--- config.mk ---
export PLATFORM = sky130hd
export DESIGN_NAME = pc_stack_gen_flat
export DESIGN_NICKNAME = d
export VERILOG_FILES = /design/src/rtl/pc_stack_gen_pkg.sv /design/src/rtl/pc_stack_gen_if.sv /design/src/rtl/pc_stack_ram.sv /design/src/rtl/pc_stack_gen.sv /design/src/flat_wrapper.sv
export SDC_FILE = /design/constraint.sdc
export NUM_CORES = 1
export LEC_CHECK = 0
export CORE_ASPECT_RATIO = 1.25
export CORE_MARGIN = 2
export CORE_UTILIZATION = 65
export CTS_CLUSTER_SIZE = 10
export DETAILED_ROUTE_END_ITERATION = 10
export GPL_TIMING_DRIVEN = 0
export HOLD_SLACK_MARGIN = 0.08
export PLACE_DENSITY = 0.85
export SLEW_MARGIN = 20
export SYNTH_ARGS = -nofsm -noshare
export SYNTH_HDL_FRONTEND = slang
export SYNTH_SLANG_ARGS = --single-unit
--- constraint.sdc ---
create_clock -name PCSCLK -period 9.5 [get_ports PCSCLK]
set_input_delay 0.95 -clock PCSCLK [delete_from_list [all_inputs] [get_ports PCSCLK]]
set_output_delay 0.95 -clock PCSCLK [all_outputs]
set_load 0.005 [all_outputs]
--- src/rtl/pc_stack_gen_pkg.sv ---
// Shared PSQ return-stack definitions: default geometry and the operation decode.
package pc_stack_gen_pkg;

  localparam int PCSTK_DW_DEF    = 14;
  localparam int PCSTK_DEPTH_DEF = 16;
  localparam int PCSTK_AF_DEF    = 14;

  typedef enum logic [2:0] {
    OP_NONE,
    OP_PUSH,
    OP_POP,
    OP_REPL,
    OP_CLR
  } stk_op_e;

  // push+pop on an empty stack has no top to replace, so it degrades to a plain push
  function automatic stk_op_e op_decode(input logic push, input logic pop,
                                        input logic clr, input logic is_empty);
    if (clr)          return OP_CLR;
    if (push && pop)  return is_empty ? OP_PUSH : OP_REPL;
    if (push)         return OP_PUSH;
    if (pop)          return OP_POP;
    return OP_NONE;
  endfunction

endpackage

--- src/rtl/pc_stack_gen_if.sv ---
// Control/status bundle between PSQ call/return logic (master) and the PC stack (slave).
interface pc_stack_gen_if
  import pc_stack_gen_pkg::*;
#(
  parameter int DW    = PCSTK_DW_DEF,
  parameter int DEPTH = PCSTK_DEPTH_DEF
);
  localparam int CW = $clog2(DEPTH) + 1;

  logic          ckenb;
  logic          push;
  logic          pop;
  logic          clr;
  logic [DW-1:0] din;
  logic [DW-1:0] top;
  logic [DW-1:0] ntop;
  logic [CW-1:0] count;
  logic          empty;
  logic          full;
  logic          has1;
  logic          almost_full;
  logic          ovf_err;
  logic          unf_err;

  modport master (
    output ckenb, push, pop, clr, din,
    input  top, ntop, count, empty, full, has1, almost_full, ovf_err, unf_err
  );

  modport slave (
    input  ckenb, push, pop, clr, din,
    output top, ntop, count, empty, full, has1, almost_full, ovf_err, unf_err
  );
endinterface

--- src/rtl/pc_stack_ram.sv ---
// DEPTH x DW register file, one sync write port, combinational reads (third with PCSTK_DBG_EN).
module pc_stack_ram #(
  parameter int DW    = 14,
  parameter int DEPTH = 16,
  localparam int AW   = $clog2(DEPTH)
) (
  input  logic          PCSCLK,
  input  logic          we,
  input  logic [AW-1:0] wa,
  input  logic [DW-1:0] wd,
  input  logic [AW-1:0] ra0,
  input  logic [AW-1:0] ra1,
`ifdef PCSTK_DBG_EN
  input  logic [AW-1:0] ra2,
  output logic [DW-1:0] rd2,
`endif
  output logic [DW-1:0] rd0,
  output logic [DW-1:0] rd1
);
  logic [DW-1:0] mem [DEPTH];

  always_ff @(posedge PCSCLK)
    if (we) mem[wa] <= wd;

  assign rd0 = mem[ra0];
  assign rd1 = mem[ra1];
`ifdef PCSTK_DBG_EN
  assign rd2 = mem[ra2];
`endif
endmodule

--- src/rtl/pc_stack_gen.sv ---
// PSQ return-address stack: count/error state, op decode, flag decode, top/ntop masking.
// Optional debug read port of the storage under PCSTK_DBG_EN.
module pc_stack_gen
  import pc_stack_gen_pkg::*;
#(
  parameter int DW       = PCSTK_DW_DEF,
  parameter int DEPTH    = PCSTK_DEPTH_DEF,
  parameter int AF_LEVEL = PCSTK_AF_DEF
) (
  input  logic                     PCSCLK,
  input  logic                     T_RST,
`ifdef PCSTK_DBG_EN
  input  logic [$clog2(DEPTH)-1:0] dbg_addr,
  output logic [DW-1:0]            dbg_data,
`endif
  pc_stack_gen_if.slave            sif
);
  localparam int CW = $clog2(DEPTH) + 1;
  localparam int AW = $clog2(DEPTH);

  stk_op_e       op;
  logic [CW-1:0] cnt, cnt_nxt;
  logic          ovf_q, ovf_nxt, unf_q, unf_nxt;
  logic          empty_w, full_w;
  logic [AW-1:0] ptr, top_a, ntop_a, wa;
  logic          we, ram_we;
  logic [DW-1:0] rd_top, rd_ntop;

  assign empty_w = (cnt == '0);
  assign full_w  = (cnt == CW'(DEPTH));
  // addresses wrap mod DEPTH; out-of-range cases are masked on the read side
  assign ptr     = cnt[AW-1:0];
  assign top_a   = ptr - AW'(1);
  assign ntop_a  = ptr - AW'(2);

  always_comb begin
    op      = op_decode(sif.push, sif.pop, sif.clr, empty_w);
    cnt_nxt = cnt;
    ovf_nxt = ovf_q;
    unf_nxt = unf_q;
    we      = 1'b0;
    wa      = ptr;
    case (op)
      OP_CLR: begin
        cnt_nxt = '0;
        ovf_nxt = 1'b0;
        unf_nxt = 1'b0;
      end
      OP_PUSH: begin
        if (full_w) ovf_nxt = 1'b1;
        else begin
          we      = 1'b1;
          cnt_nxt = cnt + CW'(1);
        end
      end
      OP_POP: begin
        if (empty_w) unf_nxt = 1'b1;
        else         cnt_nxt = cnt - CW'(1);
      end
      OP_REPL: begin
        we = 1'b1;
        wa = top_a;
      end
      default: ;
    endcase
  end

  always_ff @(posedge PCSCLK or posedge T_RST) begin
    if (T_RST) begin
      cnt   <= '0;
      ovf_q <= 1'b0;
      unf_q <= 1'b0;
    end else if (!sif.ckenb) begin
      cnt   <= cnt_nxt;
      ovf_q <= ovf_nxt;
      unf_q <= unf_nxt;
    end
  end

  // storage has no reset, so a write racing reset must be suppressed here
  assign ram_we = we & ~sif.ckenb & ~T_RST;

  pc_stack_ram #(.DW(DW), .DEPTH(DEPTH)) u_ram (
    .PCSCLK (PCSCLK),
    .we     (ram_we),
    .wa     (wa),
    .wd     (sif.din),
    .ra0    (top_a),
    .ra1    (ntop_a),
`ifdef PCSTK_DBG_EN
    .ra2    (dbg_addr),
    .rd2    (dbg_data),
`endif
    .rd0    (rd_top),
    .rd1    (rd_ntop)
  );

  assign sif.count       = cnt;
  assign sif.empty       = empty_w;
  assign sif.full        = full_w;
  assign sif.has1        = (cnt == CW'(1));
  assign sif.almost_full = (cnt >= CW'(AF_LEVEL));
  assign sif.ovf_err     = ovf_q;
  assign sif.unf_err     = unf_q;
  assign sif.top         = empty_w ? '0 : rd_top;
  assign sif.ntop        = (cnt < CW'(2)) ? '0 : rd_ntop;
endmodule

--- src/flat_wrapper.sv ---
// flat-port wrapper written by rule: the top's interface ports become plain ports
module pc_stack_gen_flat import pc_stack_gen_pkg::*;
#(
  parameter int DW       = PCSTK_DW_DEF,
  parameter int DEPTH    = PCSTK_DEPTH_DEF,
  parameter int AF_LEVEL = PCSTK_AF_DEF
)
  (PCSCLK, T_RST, sif_ckenb, sif_push, sif_pop, sif_clr, sif_din, sif_top, sif_ntop, sif_count, sif_empty, sif_full, sif_has1, sif_almost_full, sif_ovf_err, sif_unf_err);
  pc_stack_gen_if #(.DW(DW), .DEPTH(DEPTH)) sif_i ();
  input  logic PCSCLK;
  input  logic T_RST;
  input wire logic [$bits(sif_i.ckenb)-1:0] sif_ckenb;
  input wire logic [$bits(sif_i.push)-1:0] sif_push;
  input wire logic [$bits(sif_i.pop)-1:0] sif_pop;
  input wire logic [$bits(sif_i.clr)-1:0] sif_clr;
  input wire logic [$bits(sif_i.din)-1:0] sif_din;
  output wire logic [$bits(sif_i.top)-1:0] sif_top;
  output wire logic [$bits(sif_i.ntop)-1:0] sif_ntop;
  output wire logic [$bits(sif_i.count)-1:0] sif_count;
  output wire logic [$bits(sif_i.empty)-1:0] sif_empty;
  output wire logic [$bits(sif_i.full)-1:0] sif_full;
  output wire logic [$bits(sif_i.has1)-1:0] sif_has1;
  output wire logic [$bits(sif_i.almost_full)-1:0] sif_almost_full;
  output wire logic [$bits(sif_i.ovf_err)-1:0] sif_ovf_err;
  output wire logic [$bits(sif_i.unf_err)-1:0] sif_unf_err;
  assign sif_i.ckenb = sif_ckenb;
  assign sif_i.push = sif_push;
  assign sif_i.pop = sif_pop;
  assign sif_i.clr = sif_clr;
  assign sif_i.din = sif_din;
  assign sif_top = sif_i.top;
  assign sif_ntop = sif_i.ntop;
  assign sif_count = sif_i.count;
  assign sif_empty = sif_i.empty;
  assign sif_full = sif_i.full;
  assign sif_has1 = sif_i.has1;
  assign sif_almost_full = sif_i.almost_full;
  assign sif_ovf_err = sif_i.ovf_err;
  assign sif_unf_err = sif_i.unf_err;
  pc_stack_gen #(.DW(DW), .DEPTH(DEPTH), .AF_LEVEL(AF_LEVEL)) u_core (.PCSCLK(PCSCLK), .T_RST(T_RST), .sif(sif_i));
endmodule
==> results of run 1 <==
per-stage QoR:
stage	setup WS [ns]	utilization, %
floorplan	5.72	-
global placement	4.05	71.2
detailed placement	3.88	72.3
CTS	3.29	76.7
global route	3.18	76.7
finish	3.22	76.7
kinds of logic (layout without fill, tap and decap cells):
| kind of cell | after synthesis | in the layout | share of synthesized area [%] |
|---|---|---|---|
| buf+inv | 54 | 163 | 2.27 |
| flops | 231 | 231 | 61.9 |
| simple gates | 63 | 63 | 2.70 |
| compound gates | 67 | 67 | 4.22 |
| mux | 169 | 169 | 27.7 |
| fa+ha+maj | 7 | 7 | 0.785 |
| xor+xnor | 5 | 5 | 0.393 |
worst paths after layout:
path / start / to / slack [ns] / cells past startpoint
min in group asynchronous: T_RST / u_core.sif.count[3] / 0.70 / 2
min reg2reg: u_core.sif.unf_err / u_core.sif.unf_err / 0.52 / 2
min: u_core.sif.unf_err / u_core.sif.unf_err / 0.52 / 2
max in group asynchronous: T_RST / u_core.sif.count[0] / 8.55 / 2
max reg2reg: u_core.sif.count[1] / u_core.u_ram.mem[11][6] / 4.70 / 10
max: u_core.sif.count[1] / sif_top[1] / 3.22 / 11
critical path: stages, from the launching register on:
cell,delay (ns)
sky130_fd_sc_hd__dfrtp_1,0.45
sky130_fd_sc_hd__clkbuf_1,0.25
sky130_fd_sc_hd__inv_2,0.24
sky130_fd_sc_hd__buf_1,0.84
sky130_fd_sc_hd__ha_1,0.23
sky130_fd_sc_hd__buf_4,0.22
sky130_fd_sc_hd__buf_2,0.33
sky130_fd_sc_hd__buf_1,0.68
sky130_fd_sc_hd__mux4_2,0.43
sky130_fd_sc_hd__mux2i_1,0.35
sky130_fd_sc_hd__o22ai_1,0.24
sky130_fd_sc_hd__clkdlybuf4s50_1,0.51
power breakdown:
part	leakage, nW	switching (W)	internal (W)
Sequential	2.11	0.0000188	0.00114
Combinational	1.76	0.00105	0.000897
Clock	0.356	0.000386	0.000517
Total	4.22	0.00146	0.00255
synth_stat cells (2+ instances only):
| cell type | n |
|---|---|
| sky130_fd_sc_hd__xnor2_1 | 3 |
| sky130_fd_sc_hd__nor3_1 | 8 |
| sky130_fd_sc_hd__xor2_1 | 2 |
| sky130_fd_sc_hd__mux2i_1 | 56 |
| sky130_fd_sc_hd__o22ai_1 | 29 |
| sky130_fd_sc_hd__nand3_1 | 5 |
| sky130_fd_sc_hd__nor2_1 | 23 |
| sky130_fd_sc_hd__a31oi_1 | 8 |
| sky130_fd_sc_hd__buf_2 | 25 |
| sky130_fd_sc_hd__buf_6 | 2 |
| sky130_fd_sc_hd__nand2_1 | 14 |
| sky130_fd_sc_hd__a41oi_1 | 2 |
| sky130_fd_sc_hd__buf_1 | 4 |
| sky130_fd_sc_hd__inv_1 | 9 |
| sky130_fd_sc_hd__clkbuf_1 | 12 |
| sky130_fd_sc_hd__a21oi_1 | 8 |
| sky130_fd_sc_hd__mux4_2 | 112 |
| sky130_fd_sc_hd__a21boi_0 | 2 |
| sky130_fd_sc_hd__ha_1 | 7 |
| sky130_fd_sc_hd__o21ai_0 | 4 |
| sky130_fd_sc_hd__nor2b_1 | 2 |
| sky130_fd_sc_hd__nand4_1 | 2 |
| sky130_fd_sc_hd__edfxtp_1 | 224 |
| sky130_fd_sc_hd__dfrtp_1 | 7 |
| sky130_fd_sc_hd__nand2b_1 | 3 |
layout make-up:
cell class	instances	area share (%)
Clock buffer	38	5.55
Sequential cell	231	53.4
Buffer	44	1.67
Clock inverter	3	0.165
Multi-Input combinational cell	311	31.2
Inverter	10	0.290
Timing Repair Buffer	68	5.56
Tap cell	220	2.13
placed cells by master, fill, tap and decap left out, types with 2 or more instances in the layout:
cell type,Yosys,final
sky130_fd_sc_hd__mux4_2,112,112
sky130_fd_sc_hd__nand3_1,5,5
sky130_fd_sc_hd__xnor2_1,3,3
sky130_fd_sc_hd__buf_8,0,6
sky130_fd_sc_hd__buf_6,2,8
sky130_fd_sc_hd__clkbuf_1,12,23
sky130_fd_sc_hd__ha_1,7,7
sky130_fd_sc_hd__buf_2,25,25
sky130_fd_sc_hd__xor2_1,2,2
sky130_fd_sc_hd__inv_1,9,9
sky130_fd_sc_hd__clkdlybuf4s50_1,0,56
sky130_fd_sc_hd__a21oi_1,8,8
sky130_fd_sc_hd__o22ai_1,29,29
sky130_fd_sc_hd__nor2_1,23,7
sky130_fd_sc_hd__a41oi_1,2,2
sky130_fd_sc_hd__edfxtp_1,224,224
sky130_fd_sc_hd__nor2b_1,2,2
sky130_fd_sc_hd__a21boi_0,2,2
sky130_fd_sc_hd__nor3_1,8,8
sky130_fd_sc_hd__nor2_2,0,16
sky130_fd_sc_hd__o21ai_0,4,4
sky130_fd_sc_hd__buf_1,4,4
sky130_fd_sc_hd__nand2b_1,3,3
sky130_fd_sc_hd__nand4_1,2,2
sky130_fd_sc_hd__a31oi_1,8,8
sky130_fd_sc_hd__nand2_1,14,14
sky130_fd_sc_hd__mux2i_1,56,56
sky130_fd_sc_hd__dfrtp_1,7,7
sky130_fd_sc_hd__clkbuf_16,0,27
metal layers:
layer	track usage, %	part of all wire [%]
met1	44.2	32
met2	62.0	51
met3	5.15	9.5
met4	22.6	7.4
met5	0	0
state kept, by name (all words and copies together) (netlist names):
signal,flops
u_core.sif.count,5
u_core.sif.ovf_err,1
u_core.sif.unf_err,1
u_core.u_ram.mem,224
==> Flow_metrics.wiki, run 1 <==
{| class="wikitable"
! Metric !! Value
|-
| Net count after synthesis || 623
|-
| Layout Cells excl Fill || 925
|-
| Multi-input gate area in the final layout || 4040 um^2
|-
| Area growth, synth to finish || 15.9%
|-
| Power per cell area || 310 nW/um^2
|-
| WL final || 32100 um
|-
| Final hold viol count || 0
|-
| Vias in the first global route || 7361
|-
| Post-placement cell area || 12200 um^2
|-
| Count of flip-flops with a built-in enable after synthesis || 224
|-
| Status || completed
|-
| Vertical extent of the die || 150 um
|-
| RSZ-0062 raised after global routing || false
|-
| Max Transition Viols Final || 0
|-
| Fin nets || 720
|-
| Via total after detailed routing || 7126
|-
| Final setup skew || 0.0139 ns
|-
| Number of H-tree branching levels || 1
|-
| Synthesis Warnings || 0
|-
| Min-delay worst type || register to register
|-
| Area share of the largest cell type after synthesis || 60.3%
|-
| First-pass detailed-route iteration total || 5
|-
| Fraction of layout instances using a drive strength above 1 || 29.2%
|-
| DRC violation count after routing || 0
|-
| Element type at the critical path end || output pin
|-
| GRT overflow || 0
|-
| Final-report setup violation count || 0
|-
| Fin area || 12900 um^2
|-
| Required time at the endpoint of the critical path || 8.55 ns
|-
| Synth Flop Type || sky130_fd_sc_hd__edfxtp_1
|-
| Clock sink count || 231
|-
| Number of cells produced by synthesis || 596
|-
| Maximum number of buffers from clock root to sink || 3
|-
| TritonCTS clock tree || yes
|-
| Max_slew headroom || 27.6%
|-
| Placement row count || 53
|-
| IO Port Bufs || 56
|-
| Post-DRT Antenna Nets || 0
|-
| Mean number of vias per cell || 7.70
|-
| Hold slack || 0.515 ns
|-
| CTS Hold Bufs || 0
|-
| Weighted congestion reported at the end of routability-driven placement || 0.951
|-
| Maximum fanout encountered on the critical timing path || 14
|-
| Placed Cells || 884
|-
| Fillers || 925
|-
| Setup_tns || 0 ns
|-
| Detailed placement HPWL || 21200 um
|-
| Placeable Area || 16800 um^2
|-
| Sequential cell area fraction in the yosys report || 61.9%
|-
| Cell types occupying the most area after synthesis || sky130_fd_sc_hd__edfxtp_1 (60%), sky130_fd_sc_hd__mux4_2 (23%), sky130_fd_sc_hd__mux2i_1 (5.0%), sky130_fd_sc_hd__o22ai_1 (1.6%), sky130_fd_sc_hd__dfrtp_1 (1.6%)
|-
| Post-DR wirelength/cell || 34.7 um
|-
| Global-route wire length before repair || 46500 um
|-
| Top cell type by total area after synthesis || sky130_fd_sc_hd__edfxtp_1
|-
| Die area || 18200 um^2
|-
| Seq cells post-synth || 231
|-
| Maximum clock frequency || 0.159 GHz
|-
| Die Wd || 121 um
|-
| Clock tree root driver cell || sky130_fd_sc_hd__clkbuf_16
|-
| Total power of the final layout || 0.00401 W
|-
| Number of DRC violations after detailed-routing iteration 0 || 1015
|-
| Register Area || 6900 um^2
|-
| Total clock buffers created by CTS || 27
|-
| Period Utilization, post-route || 66.2%
|-
| Worst ir drop on vdd || 0.000403 V
|-
| Starting density of the core || 66.2%
|-
| Insertion delay of the later-clocked pin in the worst-skew pair || 0.53 ns
|-
| Post-CTS Resized || 0
|-
| Data arrival time at the worst-slack endpoint || 5.33 ns
|-
| Post-CTS setup buffer count || 0
|-
| Startpoint types || register
|-
| Average cell area after synthesis || 18.7 um^2
|-
| Combined global-route utilization of all metal layers || 36.4%
|-
| Critical Setup Path Class || register to output pin
|-
| Antenna violations before repair || 0
|-
| Final period demand of the worst path || 6.28 ns
|-
| Total leakage power || 4.22 nW
|-
| Async set-reset flop share out of synthesis || 3.03%
|-
| I/O pin count || 59
|-
| Actual transition at the worst max-transition pin || 1.09 ns
|-
| Number of library cell types mapped by synthesis || 48
|-
| Number of diodes || 0
|-
| Reg clk slew, reported paths || 0.06 ns
|-
| Syn Std Cell Area || 11200 um^2
|-
| Max-cap violations || 0
|-
| Maximum number of pins on one net before global-route repair || 17
|}
Power figures use the tool's default switching activity.
==> run 2, diff against run 1 <==
--- a/config.mk
+++ b/config.mk
@@ -7,12 +7,12 @@
 export LEC_CHECK = 0
 export CORE_ASPECT_RATIO = 1.25
 export CORE_MARGIN = 2
-export CORE_UTILIZATION = 65
+export CORE_UTILIZATION = 54
 export CTS_CLUSTER_SIZE = 10
 export DETAILED_ROUTE_END_ITERATION = 10
 export GPL_TIMING_DRIVEN = 0
 export HOLD_SLACK_MARGIN = 0.08
-export PLACE_DENSITY = 0.85
+export PLACE_DENSITY = 0.76
 export SLEW_MARGIN = 20
 export SYNTH_ARGS = -nofsm -noshare
 export SYNTH_HDL_FRONTEND = slang
==> constraint.sdc (replaced) <==
create_clock -name PCSCLK -period 5.4 [get_ports PCSCLK]
set_input_delay 0.54 -clock PCSCLK [delete_from_list [all_inputs] [get_ports PCSCLK]]
set_output_delay 0.54 -clock PCSCLK [all_outputs]
set_load 0.005 [all_outputs]
==> run 2 against run 1 <==
  * Final cell count increased by 5.8%
  * Register-to-register slack lost 3.6 ns
  * Via count fell by 5.4%
  * Sequential cell count stayed put
  * Wire length decreased by 7.7%
  * Count of clock-buffer cells in the layout up 1
  * Critical endpoint is now sif_top[8]
==> Flow_metrics.wiki, run 2 (synthesis gave the netlist of run 1 again) <==
{| class="wikitable"
! Metric !! Value
|-
| Critical path's most frequent cell || sky130_fd_sc_hd__buf_2
|-
| DRC violation count after routing || 0
|-
| Biggest register || u_core.u_ram.mem
|-
| Die area || 21800 um^2
|-
| Switching share of power || 35.3%
|-
| Final period demand of the worst path || 5.25 ns
|-
| Total clock buffers created by CTS || 27
|-
| Total power of the final layout || 0.00696 W
|-
| Number of DRC violations after detailed-routing iteration 0 || 913
|-
| Power per cell area || 533 nW/um^2
|-
| Vias in the first global route || 7019
|-
| Clock sink count || 231
|-
| TritonCTS clock tree || yes
|-
| Detailed placement HPWL || 21000 um
|-
| Worst ir drop on vdd || 0.000555 V
|-
| Element type at the critical path end || output pin
|-
| Maximum fanout encountered on the critical timing path || 14
|-
| Final Worst Setup Slack || 0.152 ns
|-
| Area growth, synth to finish || 17.0%
|-
| Max Transition Viols Final || 0
|-
| Met3 demand-to-capacity share in global routing || 3.50%
|-
| Vertical extent of the die || 165 um
|-
| Maximum number of buffers from clock root to sink || 3
|-
| Placeable Area || 20200 um^2
|-
| Hold slack || 0.284 ns
|-
| Mean number of vias per cell || 6.89
|-
| Startpoint types || register
|-
| Relative contribution of combinational cells to total power || 48.3%
|-
| Data arrival time at the worst-slack endpoint || 4.71 ns
|-
| Final setup skew || 0.0116 ns
|-
| Number of diodes || 0
|-
| Total leakage power || 4.27 nW
|-
| Most frequent cells in the layout || sky130_fd_sc_hd__edfxtp_1 (224), sky130_fd_sc_hd__mux4_2 (112), sky130_fd_sc_hd__mux2i_1 (56), sky130_fd_sc_hd__clkdlybuf4s50_1 (56), sky130_fd_sc_hd__o22ai_1 (29)
|-
| Final-report setup violation count || 0
|-
| Most common cell after layout, fill and taps aside || sky130_fd_sc_hd__edfxtp_1
|-
| RSZ-0062 raised after global routing || false
|-
| Combined global-route utilization of all metal layers || 27.9%
|-
| WL final || 29600 um
|-
| Pre-CTS worst setup slack || 0.0912 ns
|-
| Max-cap violations || 0
|-
| Insertion delay of the later-clocked pin in the worst-skew pair || 0.52 ns
|-
| Internal power summed over all cells || 0.00451 W
|-
| Critical Setup Path Class || register to output pin
|-
| Starting density of the core || 55.3%
|-
| Reg clk slew, reported paths || 0.06 ns
|-
| Family with the most delay on the worst path || buffers and inverters
|-
| Max_slew headroom || 39.9%
|-
| Number of H-tree branching levels || 1
|-
| Period Utilization, post-route || 97.2%
|-
| Busiest grt layer || met2
|-
| Worst path max stage delay || 0.60 ns
|-
| Required time at the endpoint of the critical path || 4.86 ns
|-
| Min-delay worst type || input port to asynchronous set/reset pin
|-
| Setup_tns || 0 ns
|-
| Via total after detailed routing || 6742
|-
| Placement row count || 58
|-
| Antenna violations before repair || 0
|-
| Weighted congestion reported at the end of routability-driven placement || 0.921
|-
| Post-DRT Antenna Nets || 0
|-
| Met2 capacity usage during global routing || 47.6%
|-
| Slowest-stage cell, CP || sky130_fd_sc_hd__clkdlybuf4s15_2
|-
| First-pass detailed-route iteration total || 6
|-
| IO Port Bufs || 56
|-
| Die Wd || 133 um
|-
| Sequential fraction of design power || 29.2%
|-
| Maximum number of pins on one net before global-route repair || 17
|-
| Fillers || 1425
|-
| Fraction of the core area covered by cells at the end of the flow || 64.7%
|-
| NetSw || 0.00245 W
|-
| Routing usage on met1 || 36.0%
|-
| Maximum clock frequency || 0.191 GHz
|-
| GRT overflow || 0
|-
| Number of flip-flops in the largest register || 224
|-
| Global-route wire length before repair || 43800 um
|-
| Actual transition at the worst max-transition pin || 0.902 ns
|-
| Clock tree root driver cell || sky130_fd_sc_hd__clkbuf_16
|-
| CP bufs+invs || 7
|-
| Post-DR wirelength/cell || 30.2 um
|-
| Fin nets || 724
|-
| Clock share of power || 22.5%
|-
| I/O pin count || 59
|-
| Status || completed
|-
| Final hold viol count || 0
|-
| Worst-path cell chain || clkbuf_2 > inv_2 > clkdlybuf4s15_2 > ha_1 > buf_2 > xor2_1 > buf_2 > buf_2 > mux2i_1 > o22ai_1 > clkdlybuf4s50_1
|-
| Fraction of layout instances using a drive strength above 1 || 30.7%
|}
-- run 2: metrics by stage --
stage | area (um^2) | cells
floorplan | 11200 | 596
global placement | 12100 | 922
detailed placement | 12300 | 938
CTS | 13100 | 979
global route | 13100 | 979
finish | 13100 | 979
-- run 2: layer usage --
| layer | wire length (um) | part of all wire, % |
|---|---|---|
| met1 | 10500 | 35 |
| met2 | 15000 | 51 |
| met3 | 2570 | 8.7 |
| met4 | 1500 | 5.1 |
| met5 | 0 | 0 |
-- run 2: cell type report --
type,count,area [um^2],share of cell area (%)
Inverter,10,37.5,0.288
Clock buffer,39,731,5.60
Clock inverter,2,8.76,0.0671
Sequential cell,231,6900,52.9
Timing Repair Buffer,72,759,5.82
Tap cell,270,338,2.59
Multi-Input combinational cell,311,4040,30.9
Buffer,44,238,1.82
-- run 2: power groups by stage --
| stage | Clock (W) | Sequential, W | Combinational, W |
|---|---|---|---|
| 2_1_floorplan | 0 | 0.00206 | 0.00194 |
| 3_3_place_gp | 0 | 0.00206 | 0.00324 |
| 3_5_place_dp | 0 | 0.00207 | 0.00330 |
| 4_1_cts | 0.00159 | 0.00203 | 0.00333 |
| 5_1_grt | 0.00166 | 0.00203 | 0.00351 |
| 6_report | 0.00157 | 0.00203 | 0.00336 |
-- run 2: final timing paths --
check	slack, ns	endpoint	from	depth (start not counted)
worst max-delay path	0.15	sif_top[8]	u_core.sif.count[1]	11
worst min register to register	0.51	u_core.sif.unf_err	u_core.sif.unf_err	2
max in group asynchronous	4.88	u_core.sif.ovf_err	T_RST	2
worst min-delay path	0.28	u_core.sif.count[2]	T_RST	2
min in group PCSCLK	0.51	u_core.sif.unf_err	u_core.sif.unf_err	2
worst max register to register	1.07	u_core.u_ram.mem[7][7]	u_core.sif.count[1]	12
-- run 2: repair_timing --
action,4_1_cts,5_1_grt
endpoints found under the hold margin,0,0
hold buffers,0,0
endpoints found under the setup margin,27,0
gates resized for setup,10,0
setup buffers,0,0
==> run 3, diff against run 2 <==
--- a/config.mk
+++ b/config.mk
@@ -12,7 +12,7 @@
 export DETAILED_ROUTE_END_ITERATION = 10
 export GPL_TIMING_DRIVEN = 0
 export HOLD_SLACK_MARGIN = 0.08
-export PLACE_DENSITY = 0.76
+export PLACE_DENSITY = 0.79
 export SLEW_MARGIN = 20
 export SYNTH_ARGS = -nofsm -noshare
 export SYNTH_HDL_FRONTEND = slang
==> run 3 against run 2 <==
  * Clock skew up 0.017 ns
  * Critical endpoint unchanged
  * Core utilization up 0.13 points
  * Largest power group unchanged
  * Power up 0.67%
  * Sequential share of layout area down 0.11 points
  * Fmax up 1.3%
  * Via count up 1.9%
  * Wire length up 3.2%
  * Critical path depth unchanged
  * Non-clock buffer count down 1
  * Sequential power about the same
  * Worst setup slack better by 0.070 ns
==> Flow_metrics.wiki, run 3 (synthesis gave the netlist of run 1 again) <==
{| class="wikitable"
! Metric !! Value
|-
| Status || completed
|-
| Maximum number of pins on one net before global-route repair || 20
|-
| Most common cell after layout, fill and taps aside || sky130_fd_sc_hd__edfxtp_1
|-
| Min-delay worst type || input port to asynchronous set/reset pin
|-
| Data arrival time at the worst-slack endpoint || 4.64 ns
|-
| Reg clk slew, reported paths || 0.07 ns
|-
| Global-route wire length before repair || 45300 um
|-
| Power per cell area || 536 nW/um^2
|-
| Reg2Reg Capture Point || u_core.u_ram.mem[9][11]
|-
| Detailed placement HPWL || 21100 um
|-
| DRC violation count after routing || 0
|-
| Element type at the critical path end || output pin
|-
| Busiest grt layer || met2
|-
| Most frequent cells in the layout || sky130_fd_sc_hd__edfxtp_1 (224), sky130_fd_sc_hd__mux4_2 (112), sky130_fd_sc_hd__mux2i_1 (56), sky130_fd_sc_hd__clkdlybuf4s50_1 (56), sky130_fd_sc_hd__o22ai_1 (29)
|-
| Max_slew headroom || 40.7%
|-
| Post-DR wirelength/cell || 31.2 um
|-
| Biggest register || u_core.u_ram.mem
|-
| Placement row count || 58
|-
| Fin nets || 723
|-
| Crit Reg-Reg Startpoint || u_core.sif.count[1]
|-
| Mean number of vias per cell || 7.02
|-
| Die area || 21800 um^2
|-
| Total clock buffers created by CTS || 27
|-
| Number of flip-flops in the largest register || 224
|-
| Met3 demand-to-capacity share in global routing || 4.70%
|-
| WL final || 30500 um
|-
| Final period demand of the worst path || 5.18 ns
|-
| Final setup skew || 0.0288 ns
|-
| Met2 capacity usage during global routing || 48.4%
|-
| Insertion delay of the later-clocked pin in the worst-skew pair || 0.55 ns
|-
| IO Port Bufs || 56
|-
| GRT overflow || 0
|-
| Total leakage power || 4.27 nW
|-
| Worst ir drop on vdd || 0.000540 V
|-
| Number of diodes || 0
|-
| Fillers || 1401
|-
| Number of DRC violations after detailed-routing iteration 0 || 871
|-
| Fraction of layout instances using a drive strength above 1 || 30.6%
|-
| Family with the most delay on the worst path || buffers and inverters
|-
| Max-cap violations || 0
|-
| CTS Hold Bufs || 0
|-
| Critical Setup Path Class || register to output pin
|-
| R2r worst-path depth || 11
|-
| Number of H-tree branching levels || 1
|-
| Fraction of the core area covered by cells at the end of the flow || 64.8%
|-
| Combined global-route utilization of all metal layers || 28.9%
|-
| Vertical extent of the die || 165 um
|-
| Maximum fanout encountered on the critical timing path || 14
|-
| Actual transition at the worst max-transition pin || 0.890 ns
|-
| Worst path max stage delay || 0.58 ns
|-
| Max Transition Viols Final || 0
|-
| Critical path's most frequent cell || sky130_fd_sc_hd__buf_2
|-
| TritonCTS clock tree || yes
|-
| RSZ-0062 raised after global routing || false
|-
| Slowest-stage cell, CP || sky130_fd_sc_hd__clkdlybuf4s15_2
|-
| Final-report setup violation count || 0
|-
| Register-to-Register Setup Slack || 1.16 ns
|-
| Vias in the first global route || 7138
|-
| Required time at the endpoint of the critical path || 4.86 ns
|-
| Clock sink count || 231
|-
| First-pass detailed-route iteration total || 7
|-
| Via total after detailed routing || 6870
|-
| Routing usage on met1 || 35.9%
|-
| Placeable Area || 20200 um^2
|-
| Maximum clock frequency || 0.193 GHz
|-
| Post-DRT Antenna Nets || 0
|-
| Final hold viol count || 0
|-
| I/O pin count || 59
|-
| Area growth, synth to finish || 17.3%
|-
| Clock tree root driver cell || sky130_fd_sc_hd__clkbuf_16
|-
| Die Wd || 133 um
|-
| Period Utilization, post-route || 95.9%
|-
| CP bufs+invs || 7
|-
| Worst-path cell chain || clkbuf_2 > inv_2 > clkdlybuf4s15_2 > ha_1 > buf_2 > xor2_1 > buf_2 > buf_2 > mux2i_1 > o22ai_1 > clkdlybuf4s50_1
|-
| Antenna violations before repair || 0
|-
| Weighted congestion reported at the end of routability-driven placement || 1.00
|-
| Setup_tns || 0 ns
|-
| Maximum number of buffers from clock root to sink || 3
|-
| Starting density of the core || 55.3%
|-
| Startpoint types || register
|}
-- run 3: cell count changes in the layout (fill, tap and decap cells not counted), sizes merged --
| cell | change |
|---|---|
| buf | -1 |
| clkdlybuf4s15 | -1 |
| clkinv | -1 |
| inv | +2 |
-- run 3: layer usage --
layer | wire length [um] | vias up | part of all wire, %
met5 | 0 | - | 0
met4 | 2030 | 0 | 6.7
met3 | 3090 | 139 | 10
met2 | 15200 | 535 | 50
met1 | 10200 | 3461 | 33
li1 | - | 2735 | -
-- run 3: repair_timing --
action | in CTS | in global routing
setup endpoints to repair | 24 | 9
setup buffers | 0 | 0
hold endpoints to repair | 0 | 0
pin swaps | 0 | 0
gates resized for setup | 7 | 5
-- run 3: how the worst max path moves through the flow --
stage / from / end / slack (ns) / cells after the start
detailed placement: u_core.sif.count[1] / sif_top[8] / 0.17 / 11
global route: u_core.sif.count[1] / sif_top[8] / 0.01 / 11
global placement: u_core.sif.count[1] / u_core.u_ram.mem[5][7] / 0.07 / 11
finish: u_core.sif.count[1] / sif_top[8] / 0.22 / 11
floorplan: u_core.sif.count[1] / u_core.u_ram.mem[0][0] / 1.62 / 10
CTS: u_core.sif.count[1] / sif_top[8] / 0.05 / 11
-- run 3: layout make-up --
cell class	count	area, um^2	area share, %
Sequential cell	231	6900	52.8
Multi-Input combinational cell	311	4040	30.9
Timing Repair Buffer	72	793	6.07
Clock buffer	38	717	5.48
Tap cell	270	338	2.58
Buffer	43	231	1.77
Inverter	10	37.5	0.287
Clock inverter	3	21.3	0.163
-- run 3: worst register-to-register path, cell delays in order, from the launching register on --
cell and delay (ns):
sky130_fd_sc_hd__dfrtp_1 0.43, sky130_fd_sc_hd__clkbuf_2 0.22, sky130_fd_sc_hd__inv_2 0.22, sky130_fd_sc_hd__clkdlybuf4s15_2 0.59, sky130_fd_sc_hd__ha_1 0.44, sky130_fd_sc_hd__or4b_4 0.51, sky130_fd_sc_hd__buf_6 0.15, sky130_fd_sc_hd__nand2b_4 0.12
sky130_fd_sc_hd__o211a_1 0.16, sky130_fd_sc_hd__o221ai_1 0.25, sky130_fd_sc_hd__nor2_2 0.60, sky130_fd_sc_hd__buf_6 0.25
-- run 3: metrics by stage --
| step | cell area (um^2) | std cells | hold WS, ns | total power, W | setup slack (ns) |
|---|---|---|---|---|---|
| 6_report | 13100 | 978 | 0.280 | 0.00701 | 0.222 |
| 4_1_cts | 13100 | 978 | 0.295 | 0.00696 | 0.0506 |
| 2_1_floorplan | 11200 | 596 | 0.343 | 0.00399 | 1.62 |
| 5_1_grt | 13100 | 978 | 0.302 | 0.00722 | 0.0115 |
| 3_5_place_dp | 12300 | 938 | 0.526 | 0.00538 | 0.171 |
| 3_3_place_gp | 12100 | 922 | 0.491 | 0.00531 | 0.0716 |
-- run 3: power breakdown --
group / switching [W] / internal [W]
sequential: 0.0000277 / 0.00200
combinational: 0.00181 / 0.00159
clock: 0.000671 / 0.000910
